File: config.mk
export PLATFORM = sky130hd
export DESIGN_NAME = pc_redirect_ctrl
export DESIGN_NICKNAME = d
export VERILOG_FILES = /design/src/rtl/pc_redirect_ctrl.sv
export SDC_FILE = /design/constraint.sdc
export NUM_CORES = 1
export LEC_CHECK = 0
export ABC_AREA = 1
export BUFFER_PORTS_ARGS = -buffer_cell sky130_fd_sc_hd__buf_2
export CAP_MARGIN = 30
export CORE_MARGIN = 1
export CORE_UTILIZATION = 55
export CTS_CLUSTER_SIZE = 8
export DETAILED_ROUTE_END_ITERATION = 10
export GPL_TIMING_DRIVEN = 1
export HOLD_SLACK_MARGIN = 0.03
export PLACE_DENSITY_LB_ADDON = 0.12
export SLEW_MARGIN = 20
export SYNTH_ARGS = -nofsm -noshare
export SYNTH_HDL_FRONTEND = slang
export SYNTH_SLANG_ARGS = --single-unit
File: constraint.sdc
create_clock -name clk -period 5.23 [get_ports clk]
set_input_delay 0.7845 -clock clk [delete_from_list [all_inputs] [get_ports clk]]
set_output_delay 0.7845 -clock clk [all_outputs]
set_load 0.02 [all_outputs]
File: src/rtl/pc_redirect_ctrl.sv
// Fetch PC owner: sequences jumps, taken branches, stalls and jr operand waits,
// and issues the IF/ID and ID/EX squash pulses that accompany each redirect.
module pc_redirect_ctrl #(
  parameter logic [31:0] RESET_PC = 32'h0000_0000,
  parameter int          MAX_WAIT = 4
) (
  input  logic        clk,
  input  logic        rst,
  input  logic        stall,
  input  logic        j_req,
  input  logic        jr,
  input  logic        jr_ready,
  input  logic [31:0] j_addr,
  input  logic        br_taken,
  input  logic [31:0] br_addr,
  output logic [31:0] pc,
  output logic [31:0] pc_plus4,
  output logic        if_id_flush,
  output logic        id_ex_flush,
  output logic        wait_pending,
  output logic        wait_err,
  output logic        misalign
);

  localparam int CW = $clog2(MAX_WAIT + 1);
  localparam logic [CW-1:0] CNT_MAX = CW'(MAX_WAIT);
  localparam logic [CW-1:0] CNT_ONE = CW'(1);

  typedef enum logic {RUN, JR_WAIT} state_t;

  state_t        state_reg, state_next;
  logic [31:0]   pc_reg, pc_next;
  logic [31:0]   pc_plus4_reg;
  logic [CW-1:0] cnt_reg, cnt_next;
  logic          if_id_reg, if_id_next;
  logic          id_ex_reg, id_ex_next;
  logic          err_reg, err_next;
  logic          mis_reg, mis_next;

  always_comb begin
    state_next = state_reg;
    pc_next    = pc_reg;
    cnt_next   = cnt_reg;
    if_id_next = 1'b0;
    id_ex_next = 1'b0;
    err_next   = err_reg;
    mis_next   = mis_reg;

    // A taken branch outranks everything: the ID instruction is wrong-path.
    if (br_taken) begin
      pc_next    = {br_addr[31:2], 2'b00};
      mis_next   = mis_reg | (|br_addr[1:0]);
      if_id_next = 1'b1;
      id_ex_next = 1'b1;
      state_next = RUN;
      cnt_next   = '0;
    end else begin
      case (state_reg)
        RUN: begin
          if (stall) begin
            pc_next = pc_reg;
          end else if (j_req && jr && !jr_ready) begin
            state_next = JR_WAIT;
            cnt_next   = CNT_ONE;
            id_ex_next = 1'b1;
            if (CNT_ONE == CNT_MAX) err_next = 1'b1;
          end else if (j_req) begin
            pc_next    = {j_addr[31:2], 2'b00};
            mis_next   = mis_reg | (|j_addr[1:0]);
            if_id_next = 1'b1;
          end else begin
            pc_next = pc_reg + 32'd4;
          end
        end
        JR_WAIT: begin
          if (jr_ready && !stall) begin
            pc_next    = {j_addr[31:2], 2'b00};
            mis_next   = mis_reg | (|j_addr[1:0]);
            if_id_next = 1'b1;
            state_next = RUN;
            cnt_next   = '0;
          end else begin
            // Keep bubbling ID/EX; the wait counter saturates at MAX_WAIT.
            id_ex_next = 1'b1;
            if (cnt_reg < CNT_MAX) cnt_next = cnt_reg + CNT_ONE;
            if (cnt_next == CNT_MAX) err_next = 1'b1;
          end
        end
        default: state_next = RUN;
      endcase
    end
  end

  always_ff @(posedge clk) begin
    if (rst) begin
      state_reg    <= RUN;
      pc_reg       <= RESET_PC;
      pc_plus4_reg <= RESET_PC + 32'd4;
      cnt_reg      <= '0;
      if_id_reg    <= 1'b0;
      id_ex_reg    <= 1'b0;
      err_reg      <= 1'b0;
      mis_reg      <= 1'b0;
    end else begin
      state_reg    <= state_next;
      pc_reg       <= pc_next;
      pc_plus4_reg <= pc_next + 32'd4;
      cnt_reg      <= cnt_next;
      if_id_reg    <= if_id_next;
      id_ex_reg    <= id_ex_next;
      err_reg      <= err_next;
      mis_reg      <= mis_next;
    end
  end

  assign pc           = pc_reg;
  assign pc_plus4     = pc_plus4_reg;
  assign if_id_flush  = if_id_reg;
  assign id_ex_flush  = id_ex_reg;
  assign wait_pending = (state_reg == JR_WAIT);
  assign wait_err     = err_reg;
  assign misalign     = mis_reg;

endmodule

==> results of run 1 <==
## path summary, 6_finish.rpt
kind / start / to / slack, ns / cells past startpoint
min: misalign$_SDFFE_PP0P_ / misalign$_SDFFE_PP0P_ / 0.47 / 2
max: j_req / pc_plus4[30]$_SDFF_PP0_ / 1.87 / 21
max reg2reg: wait_pending$_SDFF_PP0_ / pc_plus4[30]$_SDFF_PP0_ / 2.08 / 17
min reg2reg: misalign$_SDFFE_PP0P_ / misalign$_SDFFE_PP0P_ / 0.47 / 2
## per-layer routing
metal / vias to the layer above / track usage (%) / routed length (um)
met5: - / 0 / 0
met2: 362 / 54.4 / 7420
li1: 3193 / - / -
met3: 38 / 6.25 / 2100
met1: 2795 / 50.9 / 7580
met4: 0 / 11.3 / 459
## synthesized netlist by cell type, types with 2 or more instances
library cell and n:
sky130_fd_sc_hd__a21oi_1 43, sky130_fd_sc_hd__a221oi_1 3, sky130_fd_sc_hd__buf_2 8, sky130_fd_sc_hd__buf_4 5, sky130_fd_sc_hd__clkbuf_1 20, sky130_fd_sc_hd__clkinv_1 2
sky130_fd_sc_hd__dfxtp_1 68, sky130_fd_sc_hd__ha_1 3, sky130_fd_sc_hd__inv_1 94, sky130_fd_sc_hd__inv_2 8, sky130_fd_sc_hd__nand2_1 349, sky130_fd_sc_hd__nand2_2 12
sky130_fd_sc_hd__nand2_4 3, sky130_fd_sc_hd__nand3_1 58, sky130_fd_sc_hd__nand4_1 8, sky130_fd_sc_hd__nor2_1 126, sky130_fd_sc_hd__nor2_2 9, sky130_fd_sc_hd__nor2_4 7
sky130_fd_sc_hd__nor3_1 3, sky130_fd_sc_hd__o211ai_1 2, sky130_fd_sc_hd__o21ai_0 72, sky130_fd_sc_hd__o21ai_1 12, sky130_fd_sc_hd__o22ai_1 6, sky130_fd_sc_hd__o31ai_1 3
sky130_fd_sc_hd__or2_2 4
## cell type report
type	count	area (sq um)	share of cell area [%]
tap	111	139	2.27
inverter	104	390	6.37
clock inverter	6	111	1.82
multi-input combinational	738	3300	53.8
sequential	68	1360	22.2
timing repair buffer	137	691	11.3
clock buffer	10	138	2.25
## kinds of logic after synthesis
family                     Yosys count  share of synthesized area, %
and+or+nand+nor                    581                          46.9
AOI/OAI and AO/OA                  148                          15.2
buffers and inverters              138                          10.5
DFF                                 68                          26.2
adders and majority gates            3                         0.722
other                                1                        0.0722
xor gates and xnor gates             1                         0.169
muxes                                1                         0.217
## stage by stage
stage | hold WS, ns | setup WS [ns] | power (uW)
after floorplan | 0.457 | 2.41 | 860
final | 0.475 | 1.87 | 1530
after detailed placement | 0.469 | 1.56 | 993
after global routing | 0.516 | 1.52 | 1600
after global placement | 0.464 | 1.66 | 992
after CTS | 0.479 | 1.91 | 1520
## power by group
part	switching, uW	internal, uW	total, uW
combinational	272	125	398
clock	204	330	534
sequential	40.9	556	597
## worst reg2reg max path: stages, from the launching register on
cell and delay, ns:
sky130_fd_sc_hd__dfxtp_1 0.87, sky130_fd_sc_hd__nand2_2 0.30, sky130_fd_sc_hd__nand2_1 0.17, sky130_fd_sc_hd__o21ai_0 0.09, sky130_fd_sc_hd__a21o_1 0.22, sky130_fd_sc_hd__inv_1 0.07, sky130_fd_sc_hd__ha_1 0.18, sky130_fd_sc_hd__nand2_1 0.08
sky130_fd_sc_hd__nor2_1 0.13, sky130_fd_sc_hd__nand2_1 0.10, sky130_fd_sc_hd__nor2_2 0.10, sky130_fd_sc_hd__nand2_1 0.12, sky130_fd_sc_hd__nor2_4 0.18, sky130_fd_sc_hd__nand2_4 0.09, sky130_fd_sc_hd__nor2_4 0.14, sky130_fd_sc_hd__nand4_1 0.09
sky130_fd_sc_hd__nand2_1 0.07, sky130_fd_sc_hd__nor2_1 0.06
==> out/results.md, run 1 <==
| Metric | This run |
| --- | --- |
| Status | finished clean |
| Area of all placed cells without fillers | 6130 sq um |
| Most prevalent standard cell on the critical path | sky130_fd_sc_hd__nand2_1 |
| Register bit total from synthesis | 68 |
| Clock root cell | sky130_fd_sc_hd__clkbuf_8 |
| Wire length per cell after detailed routing | 14.9 um |
| Number of instances in the synthesized netlist | 941 |
| Antenna violations before repair | 0 |
| Startpoint class of the critical path | input pin |
| Initial core utilization | 56.5% |
| Largest cells by area after synthesis | sky130_fd_sc_hd__dfxtp_1 (26%), sky130_fd_sc_hd__nand2_1 (25%), sky130_fd_sc_hd__nor2_1 (9.1%) |
| 1st-pass router iterations | 5 |
| Crit path required time | 5.47 ns |
| Max-cap violation count | 0 |
| Count of inserted antenna diode cells | 0 |
| Post-placement cell area | 5880 sq um |
| All-layer global routing usage | 35.6% |
| Most used DFF post-synth | sky130_fd_sc_hd__dfxtp_1 |
| Final wirelength | 17,500 um |
| Post-layout minimum cycle time | 3.36 ns |
| Placed Cells incl. Taps | 1,158 |
| Post-Route Skew | 0.0102 ns |
| Chip Width | 99.2 um |
| Leak Pwr | 0.00329 uW |
| Final Core Density | 66.7% |
| Most frequent cells in the layout | sky130_fd_sc_hd__nand2_1 (349), sky130_fd_sc_hd__buf_2 (135), sky130_fd_sc_hd__nor2_1 (126) |
| Highest fanout seen on the critical path | 25 |
| Seq/Total Area, Yosys | 26.2% |
| Part of the cycle the worst path needs | 64.3% |
| Number of buffer cells added on primary ports | 135 |
| Cells along the critical path | buf_2 > nor2_2 > inv_2 > nand2_4 > o22ai_1 > nand2_1 > o21ai_0 > a21o_1 > inv_1 > ha_1 > nand2_1 > nor2_1 > nand2_1 > nor2_2 > nand2_1 > nor2_4 > nand2_4 > nor2_4 > nand4_1 > nand2_1 > nor2_1 |
| Hold Buf Count CTS | 0 |
| Number of sinks on the clock net | 68 |
| Share of flip-flops with an asynchronous set or reset | 0% |
| Crit path max-delay family | simple AND/OR/NAND/NOR gates |
| DRC violations left | 0 |
| Setup violations, final | 0 |
| Fill cells | 919 |
| Global-route wire length before repair | 27,500 um |
| Clock transition at the register clock pins on the worst setup and hold paths after CTS | 0.08 ns |
| Count of different cell masters after synthesis | 38 |
| Pin count of the biggest net entering global routing | 44 |
| Crit. End Element | flop |
| Worst IR drop on VDD | 0.222 mV |
| Hold Crit Class | flop to flop |
| Worst-path cell with the longest stage delay | sky130_fd_sc_hd__nor2_2 |
| GR Overflow Total | 0 |
| Final GP Congestion | 0.920 |
| Number of top-level design ports | 140 |
| Worst-margin pin slew | 0.841 ns |
| Inserted Clock Buffers | 9 |
| HPWL Detailed | 13,400 um |
| Number of gates given a new drive strength after cts | 0 |
| Leading area contributor after synthesis | sky130_fd_sc_hd__dfxtp_1 |
| Synth top area share | 26.2% |
| Aggregate negative setup slack | 0 ns |
| Number of DRC markers in iteration 0 | 431 |
| Mapped Area | 5200 sq um |
| Number of flops mapped to enable cells by yosys | 0 |
| CTS max path bufs | 2 |
| Post-route ant nets | 0 |
| Worst Path Class, Setup | input pin to flop |
| Mean instance size in the synthesized netlist | 5.52 sq um |
| Relative area change from synthesis to final layout | 18.0% |
| Number of nets at the end of the flow | 1,132 |
| Core area | 9200 sq um |
| Via count of the first global-routing pass | 5,573 |
| Worst path buffer plus inverter count | 3 |
| Number of warnings issued by yosys | 0 |
| Peak clock frequency supported by timing | 0.297 GHz |
| Via density per instance | 5.44 |
| Share of final-layout standard cells stronger than drive strength 1 | 18.8% |
| Most common cell after layout, fill and taps aside | sky130_fd_sc_hd__nand2_1 |
| Hold Violations, Final | 0 |
| Power density relative to cell area | 249 nW/um^2 |
| CTS tree | yes |
| Final Max Slew Viols | 0 |
| Max stage delay on crit path | 0.27 ns |
| Setup repair after global routing missed its margin | false |
| Routed vias | 6,388 |
| Normalized max-slew margin | 43.8% |
| Post-CTS setup buffer count | 0 |
| Data arrival time of the worst path | 3.61 ns |
| Height of the die | 99.2 um |
| Die area | 9840 sq um |
| H-tree levels | 3 |
| Worst-skew pair later-pin latency | 0.35 ns |
| Row cnt | 35 |
| Final cell count without fillers | 1,174 |
No activity file was read; power rests on OpenSTA's default activity.
==> inputs of run 2 (changes only) <==
CORE_UTILIZATION = 54   (was 55)
clock period = 3.1 ns   (was 5.23 ns; I/O delays follow)
==> out/results.md, run 2 (synthesized netlist as in run 1, its figures left out) <==
| Metric | This run | vs previous |
| --- | --- | --- |
| Number of sinks on the clock net | 68 | unchanged |
| 1st-pass router iterations | 5 | unchanged |
| Final Max Slew Viols | 0 | unchanged |
| Via count of the first global-routing pass | 5,474 | -1.8% |
| Setup repair after global routing missed its margin | false |  |
| Chip Width | 100 um | +0.90% |
| Post-CTS setup buffer count | 0 | unchanged |
| Routed vias | 6,445 | +0.89% |
| Power density relative to cell area | 398 nW/um^2 | +60% |
| Max stage delay on crit path | 0.45 ns | +0.18 ns |
| Pin count of the biggest net entering global routing | 43 | -2.3% |
| Number of buffer cells added on primary ports | 135 | unchanged |
| Most frequent cells in the layout | sky130_fd_sc_hd__nand2_1 (349), sky130_fd_sc_hd__buf_2 (135), sky130_fd_sc_hd__nor2_1 (126) |  |
| Final GP Congestion | 0.965 | +4.9% |
| Clock root cell | sky130_fd_sc_hd__clkbuf_8 |  |
| Post-route ant nets | 0 | unchanged |
| Post-layout minimum cycle time | 2.77 ns |  |
| Worst-skew pair later-pin latency | 0.34 ns | about the same |
| CTS tree | yes |  |
| Data arrival time of the worst path | 3.02 ns | -0.59 ns |
| Row cnt | 35 | unchanged |
| Hold Violations, Final | 0 | unchanged |
| All-layer global routing usage | 36.1% | +0.52 points |
| Count of inserted antenna diode cells | 0 | unchanged |
| Hold Crit Class | input pin to flop |  |
| Crit. End Element | flop |  |
| Relative area change from synthesis to final layout | 21.1% |  |
| Worst IR drop on VDD | 0.405 mV | +83% |
| Worst-margin pin slew | 0.586 ns | -0.255 ns |
| DRC violations left | 0 | unchanged |
| Clock transition at the register clock pins on the worst setup and hold paths after CTS | 0.07 ns | about the same |
| CTS max path bufs | 2 | unchanged |
| Share of final-layout standard cells stronger than drive strength 1 | 20.5% | +1.6 points |
| Startpoint class of the critical path | flop |  |
| Power Total | 2510 uW | +64% |
| Number of top-level design ports | 140 | unchanged |
| Number of DRC markers in iteration 0 | 525 | +22% |
| Normalized max-slew margin | 60.5% | +17 points |
| Crit path max-delay family | simple AND/OR/NAND/NOR gates |  |
| Worst Path Class, Setup | flop to flop |  |
| Wire length per cell after detailed routing | 14.6 um | -2.2% |
| Cells along the critical path | ha_1 > nand2_2 > nor2_4 > nand2_1 > o21ai_1 > nand2_1 > nand2_1 > nand2_1 > nand2_1 > nand2_1 > nand2_1 > nand2_2 > nor2_2 > nand3_4 > nor2_4 > o211ai_1 > nand2_1 > inv_1 |  |
| Aggregate negative setup slack | 0 ns | unchanged |
| Final wirelength | 17,700 um | +1.1% |
| Initial core utilization | 56.0% | -0.53 points |
| Post-Route Skew | 0.00504 ns | -0.00512 ns |
| Die area | 10,000 sq um | +1.8% |
| Number of nets at the end of the flow | 1,154 | +1.9% |
| Crit path required time | 3.35 ns | -2.12 ns |
| Number of gates given a new drive strength after cts | 0 | unchanged |
| Max-cap violation count | 0 | unchanged |
| Hold Buf Count CTS | 0 | unchanged |
| Status | finished clean |  |
| Part of the cycle the worst path needs | 89.5% |  |
| Antenna violations before repair | 0 | unchanged |
| Core area | 9280 sq um | +0.95% |
| GR Overflow Total | 0 | unchanged |
| Worst-path cell with the longest stage delay | sky130_fd_sc_hd__dfxtp_1 |  |
| H-tree levels | 3 | unchanged |
| Worst path buffer plus inverter count | 1 | -2 |
| Height of the die | 100 um | +0.90% |
| Peak clock frequency supported by timing | 0.360 GHz |  |
| Via density per instance | 5.31 | -2.4% |
| HPWL Detailed | 13,800 um | +3.4% |
| Setup violations, final | 0 | unchanged |
| Most common cell after layout, fill and taps aside | sky130_fd_sc_hd__nand2_1 |  |
| Global-route wire length before repair | 28,000 um | +1.8% |
| Highest fanout seen on the critical path | 8 | -68% |
| Leak Pwr | 0.00338 uW | +2.7% |
| Inserted Clock Buffers | 9 | unchanged |
| Most prevalent standard cell on the critical path | sky130_fd_sc_hd__nand2_1 |  |
==> run 2: worst reg2reg max path: stages (launching register included) <==
cell	delay, ns
sky130_fd_sc_hd__dfxtp_1	0.45
sky130_fd_sc_hd__ha_1	0.27
sky130_fd_sc_hd__nand2_2	0.11
sky130_fd_sc_hd__nor2_4	0.22
sky130_fd_sc_hd__nand2_1	0.19
sky130_fd_sc_hd__o21ai_1	0.17
sky130_fd_sc_hd__nand2_1	0.07
sky130_fd_sc_hd__nand2_1	0.05
sky130_fd_sc_hd__nand2_1	0.04
sky130_fd_sc_hd__nand2_1	0.05
sky130_fd_sc_hd__nand2_1	0.09
sky130_fd_sc_hd__nand2_1	0.11
sky130_fd_sc_hd__nand2_2	0.11
sky130_fd_sc_hd__nor2_2	0.18
sky130_fd_sc_hd__nand3_4	0.14
sky130_fd_sc_hd__nor2_4	0.19
sky130_fd_sc_hd__o211ai_1	0.12
sky130_fd_sc_hd__nand2_1	0.09
sky130_fd_sc_hd__inv_1	0.03
==> run 2: layer usage <==
metal | track usage [%] | routed length, um | up-vias
li1 | - | - | 3241
met1 | 52.5 | 7930 | 2850
met2 | 55.3 | 7560 | 324
met3 | 5.29 | 1900 | 30
met4 | 10.9 | 349 | 0
met5 | 0 | 0 | -
==> run 2: per-stage QoR <==
stage	area (sq um)	cells	util (%)	hold WS, ns	setup WS [ns]
CTS	6290	1214	67.8	0.396	0.388
global route	6290	1214	67.8	0.402	0.0807
detailed placement	6070	1198	65.4	0.475	0.210
finish	6290	1214	67.8	0.406	0.325
floorplan	5210	944	-	0.457	0.600
global placement	6070	1198	65.4	0.460	0.285
==> run 2: power breakdown <==
| part | internal (uW) | switching (uW) | leakage (uW) | total [uW] |
|---|---|---|---|---|
| Combinational | 230 | 467 | 0.00271 | 698 |
| Sequential | 938 | 66.7 | 0.000564 | 1010 |
| Clock | 473 | 331 | 0.000105 | 803 |
| Total | 1640 | 865 | 0.00338 | 2510 |
==> run 2: cell type report <==
class	instances	area, sq um
Sequential cell	68	1360
Timing Repair Buffer	159	856
Fill cell	972	2990
Clock buffer	10	138
Tap cell	129	161
Inverter	104	390
Clock inverter	6	87.6
Multi-Input combinational cell	738	3300
==> run 2: worst paths after layout <==
| check | slack, ns | start | cells past startpoint | end |
|---|---|---|---|---|
| setup / recovery | 0.33 | pc[2]$_SDFF_PP0_ | 18 | pc_plus4[27]$_SDFF_PP0_ |
| hold reg to reg | 0.48 | misalign$_SDFFE_PP0P_ | 2 | misalign$_SDFFE_PP0P_ |
| setup reg to reg | 0.33 | pc[2]$_SDFF_PP0_ | 18 | pc_plus4[27]$_SDFF_PP0_ |
| hold / removal | 0.41 | br_addr[4] | 3 | pc[4]$_SDFF_PP0_ |
==> inputs of run 3 (changes only) <==
CORE_UTILIZATION = 25   (was 54)
==> out/results.md, run 3 (synthesized netlist as in run 1, its figures left out) <==
| Metric | This run | vs previous |
| --- | --- | --- |
| Inserted Clock Buffers | 9 | unchanged |
| Worst Path Class, Setup | flop to flop |  |
| Via density per instance | 4.59 | -14% |
| Max stage delay on crit path | 0.43 ns | -0.02 ns |
| Hold Crit Class | input pin to flop |  |
| Flop-to-flop setup slack | 0.40 ns | +0.07 ns |
| Normalized max-slew margin | 59.6% | -0.92 points |
| Worst IR drop on VDD | 0.228 mV | -44% |
| Number of top-level design ports | 140 | unchanged |
| Post-Route Skew | 0.00741 ns | +0.00238 ns |
| Worst setup slack after placement | 0.227 ns | +0.0170 ns |
| DRC violations left | 0 | unchanged |
| Highest fanout seen on the critical path | 9 | +1 |
| CTS tree | yes |  |
| Final Max Slew Viols | 0 | unchanged |
| Hold Worst Slack | 0.437 ns | +0.0317 ns |
| Routed vias | 6,231 | -3.3% |
| GR Overflow Total | 0 | unchanged |
| Antenna violations before repair | 0 | unchanged |
| Number of sinks on the clock net | 68 | unchanged |
| Aggregate negative setup slack | 0 ns | unchanged |
| Path depth of the worst reg2reg path | 17 | -1 |
| Clock root cell | sky130_fd_sc_hd__clkbuf_16 |  |
| Count of inserted antenna diode cells | 0 | unchanged |
| HPWL Detailed | 17,700 um | +28% |
| Hold Violations, Final | 0 | unchanged |
| Worst-margin pin slew | 0.600 ns | +0.0137 ns |
| Fill cells | 2,404 | +150% |
| Wire length per cell after detailed routing | 16.2 um | +11% |
| Worst-skew pair later-pin latency | 0.33 ns | about the same |
| Global-route wire length before repair | 34,100 um | +22% |
| Row cnt | 52 | +49% |
| Via count of the first global-routing pass | 6,048 | +10% |
| Relative area change from synthesis to final layout | 26.0% |  |
| Pin count of the biggest net entering global routing | 43 | unchanged |
| Number of buffer cells added on primary ports | 135 | unchanged |
| Setup repair after global routing missed its margin | false |  |
| Most common cell after layout, fill and taps aside | sky130_fd_sc_hd__nand2_1 |  |
| Critical path endpoint | pc_plus4[27]$_SDFF_PP0_ |  |
| Hold Buf Count CTS | 0 | unchanged |
| Setup violations, final | 0 | unchanged |
| Core area | 20,300 sq um | +120% |
| Cells along the critical path | inv_1 > nor2_4 > nand3_1 > o21ai_1 > nand3_1 > nand2_1 > nand2_1 > nand2_1 > nand2_1 > nand2_1 > nand2_1 > nor2_1 > nand2_1 > nor2_4 > o211ai_1 > nand2_1 > inv_1 |  |
| Leak Pwr | 0.00342 uW | +1.5% |
| Placed Cells incl. Taps | 1,343 | +12% |
| Final GP Congestion | 0.911 | -5.6% |
| Worst path buffer plus inverter count | 2 | +1 |
| Number of nets at the end of the flow | 1,158 | +0.35% |
| Post-layout minimum cycle time | 2.70 ns | -0.0734 ns |
| Number of DRC markers in iteration 0 | 394 | -25% |
| Final wirelength | 22,000 um | +24% |
| Max-cap violation count | 0 | unchanged |
| Chip Width | 146 um | +46% |
| H-tree levels | 3 | unchanged |
| Share of final-layout standard cells stronger than drive strength 1 | 20.5% | +0.035 points |
| Most frequent cells in the layout | sky130_fd_sc_hd__nand2_1 (349), sky130_fd_sc_hd__buf_2 (135), sky130_fd_sc_hd__nor2_1 (126) |  |
| Crit path max-delay family | simple AND/OR/NAND/NOR gates |  |
| Data arrival time of the worst path | 2.93 ns | -0.09 ns |
| All-layer global routing usage | 20.8% | -15 points |
| Reg-to-reg critical path startpoint | pc[2]$_SDFF_PP0_ |  |
| Final cell count without fillers | 1,358 | +12% |
| Power Total | 2670 uW | +6.6% |
| Critical path depth in cells | 17 | -1 |
| Die area | 21,400 sq um | +110% |
| Most prevalent standard cell on the critical path | sky130_fd_sc_hd__nand2_1 |  |
| 1st-pass router iterations | 5 | unchanged |
| Post-route ant nets | 0 | unchanged |
| Crit path required time | 3.33 ns | -0.02 ns |
| Status | finished clean |  |
| Post-CTS setup buffer count | 0 | unchanged |
| Clock transition at the register clock pins on the worst setup and hold paths after CTS | 0.06 ns | about the same |
| Worst-path cell with the longest stage delay | sky130_fd_sc_hd__dfxtp_1 |  |
| Initial core utilization | 25.6% | -30 points |
| Reg-to-reg critical path endpoint | pc_plus4[27]$_SDFF_PP0_ |  |
| Start point of the critical path | pc[2]$_SDFF_PP0_ |  |
| Power density relative to cell area | 408 nW/um^2 | +2.5% |
| Final critical-path setup slack | 0.399 ns | +0.0734 ns |
| Startpoint class of the critical path | flop |  |
| Peak clock frequency supported by timing | 0.370 GHz | +2.7% |
| Height of the die | 146 um | +46% |
| CTS max path bufs | 2 | unchanged |
| Part of the cycle the worst path needs | 87.1% | -2.4 points |
| Crit. End Element | flop |  |
| Number of gates given a new drive strength after cts | 0 | unchanged |
-- run 3: cell count changes in the layout (fill, tap and decap cells not counted), sizes merged --
cell and change:
bufinv -2, clkinv +1, clkbuf +3, buf +4
clkinvlp -3
-- run 3: worst min-delay path, delay by kind of cell --
| family | cells | cell delay [ns] |
|---|---|---|
| buffers and inverters | 1 | 0.08 |
| AO/OA/AOI/OAI | 2 | 0.18 |
-- run 3: layer usage --
metal,vias to the layer above,GRT usage [%],part of all wire [%]
met5,-,0,0
met2,175,33.8,45
met3,21,2.19,4.3
li1,3246,-,-
met4,0,5.52,1.8
met1,2789,29.1,49
-- run 3: final cells by class --
class                           count  area, sq um  area share (%)
Clock buffer                       13          260            3.98
Clock inverter                      2         10.0           0.153
Inverter                          104          390            5.96
Multi-Input combinational cell    738         3300            50.4
Sequential cell                    68         1360            20.8
Tap cell                          270          338            5.16
Timing Repair Buffer              163          886            13.5
-- run 3: power breakdown --
part | total [uW] | internal (uW) | switching, uW
combinational | 721 | 233 | 487
sequential | 1010 | 940 | 71.4
clock | 940 | 578 | 362
total | 2670 | 1750 | 921
-- run 3: metrics by stage --
stage	area (sq um)	utilization [%]
6_report	6550	32.2
3_3_place_gp	6270	30.9
2_1_floorplan	5210	-
3_5_place_dp	6270	30.9
5_1_grt	6550	32.2
4_1_cts	6550	32.2
-- run 3: how the worst min path moves through the flow --
| stage | slack [ns] | end | cells after the start | startpoint |
|---|---|---|---|---|
| 5_1_grt | 0.45 | pc[31]$_SDFF_PP0_ | 3 | br_addr[31] |
| 4_1_cts | 0.43 | misalign$_SDFFE_PP0P_ | 3 | j_addr[0] |
| 2_1_floorplan | 0.46 | cnt_reg[1]$_SDFFE_PP0P_ | 2 | cnt_reg[1]$_SDFFE_PP0P_ |
| 3_5_place_dp | 0.47 | misalign$_SDFFE_PP0P_ | 2 | misalign$_SDFFE_PP0P_ |
| 3_3_place_gp | 0.46 | misalign$_SDFFE_PP0P_ | 2 | misalign$_SDFFE_PP0P_ |
| 6_report | 0.44 | misalign$_SDFFE_PP0P_ | 3 | j_addr[0] |
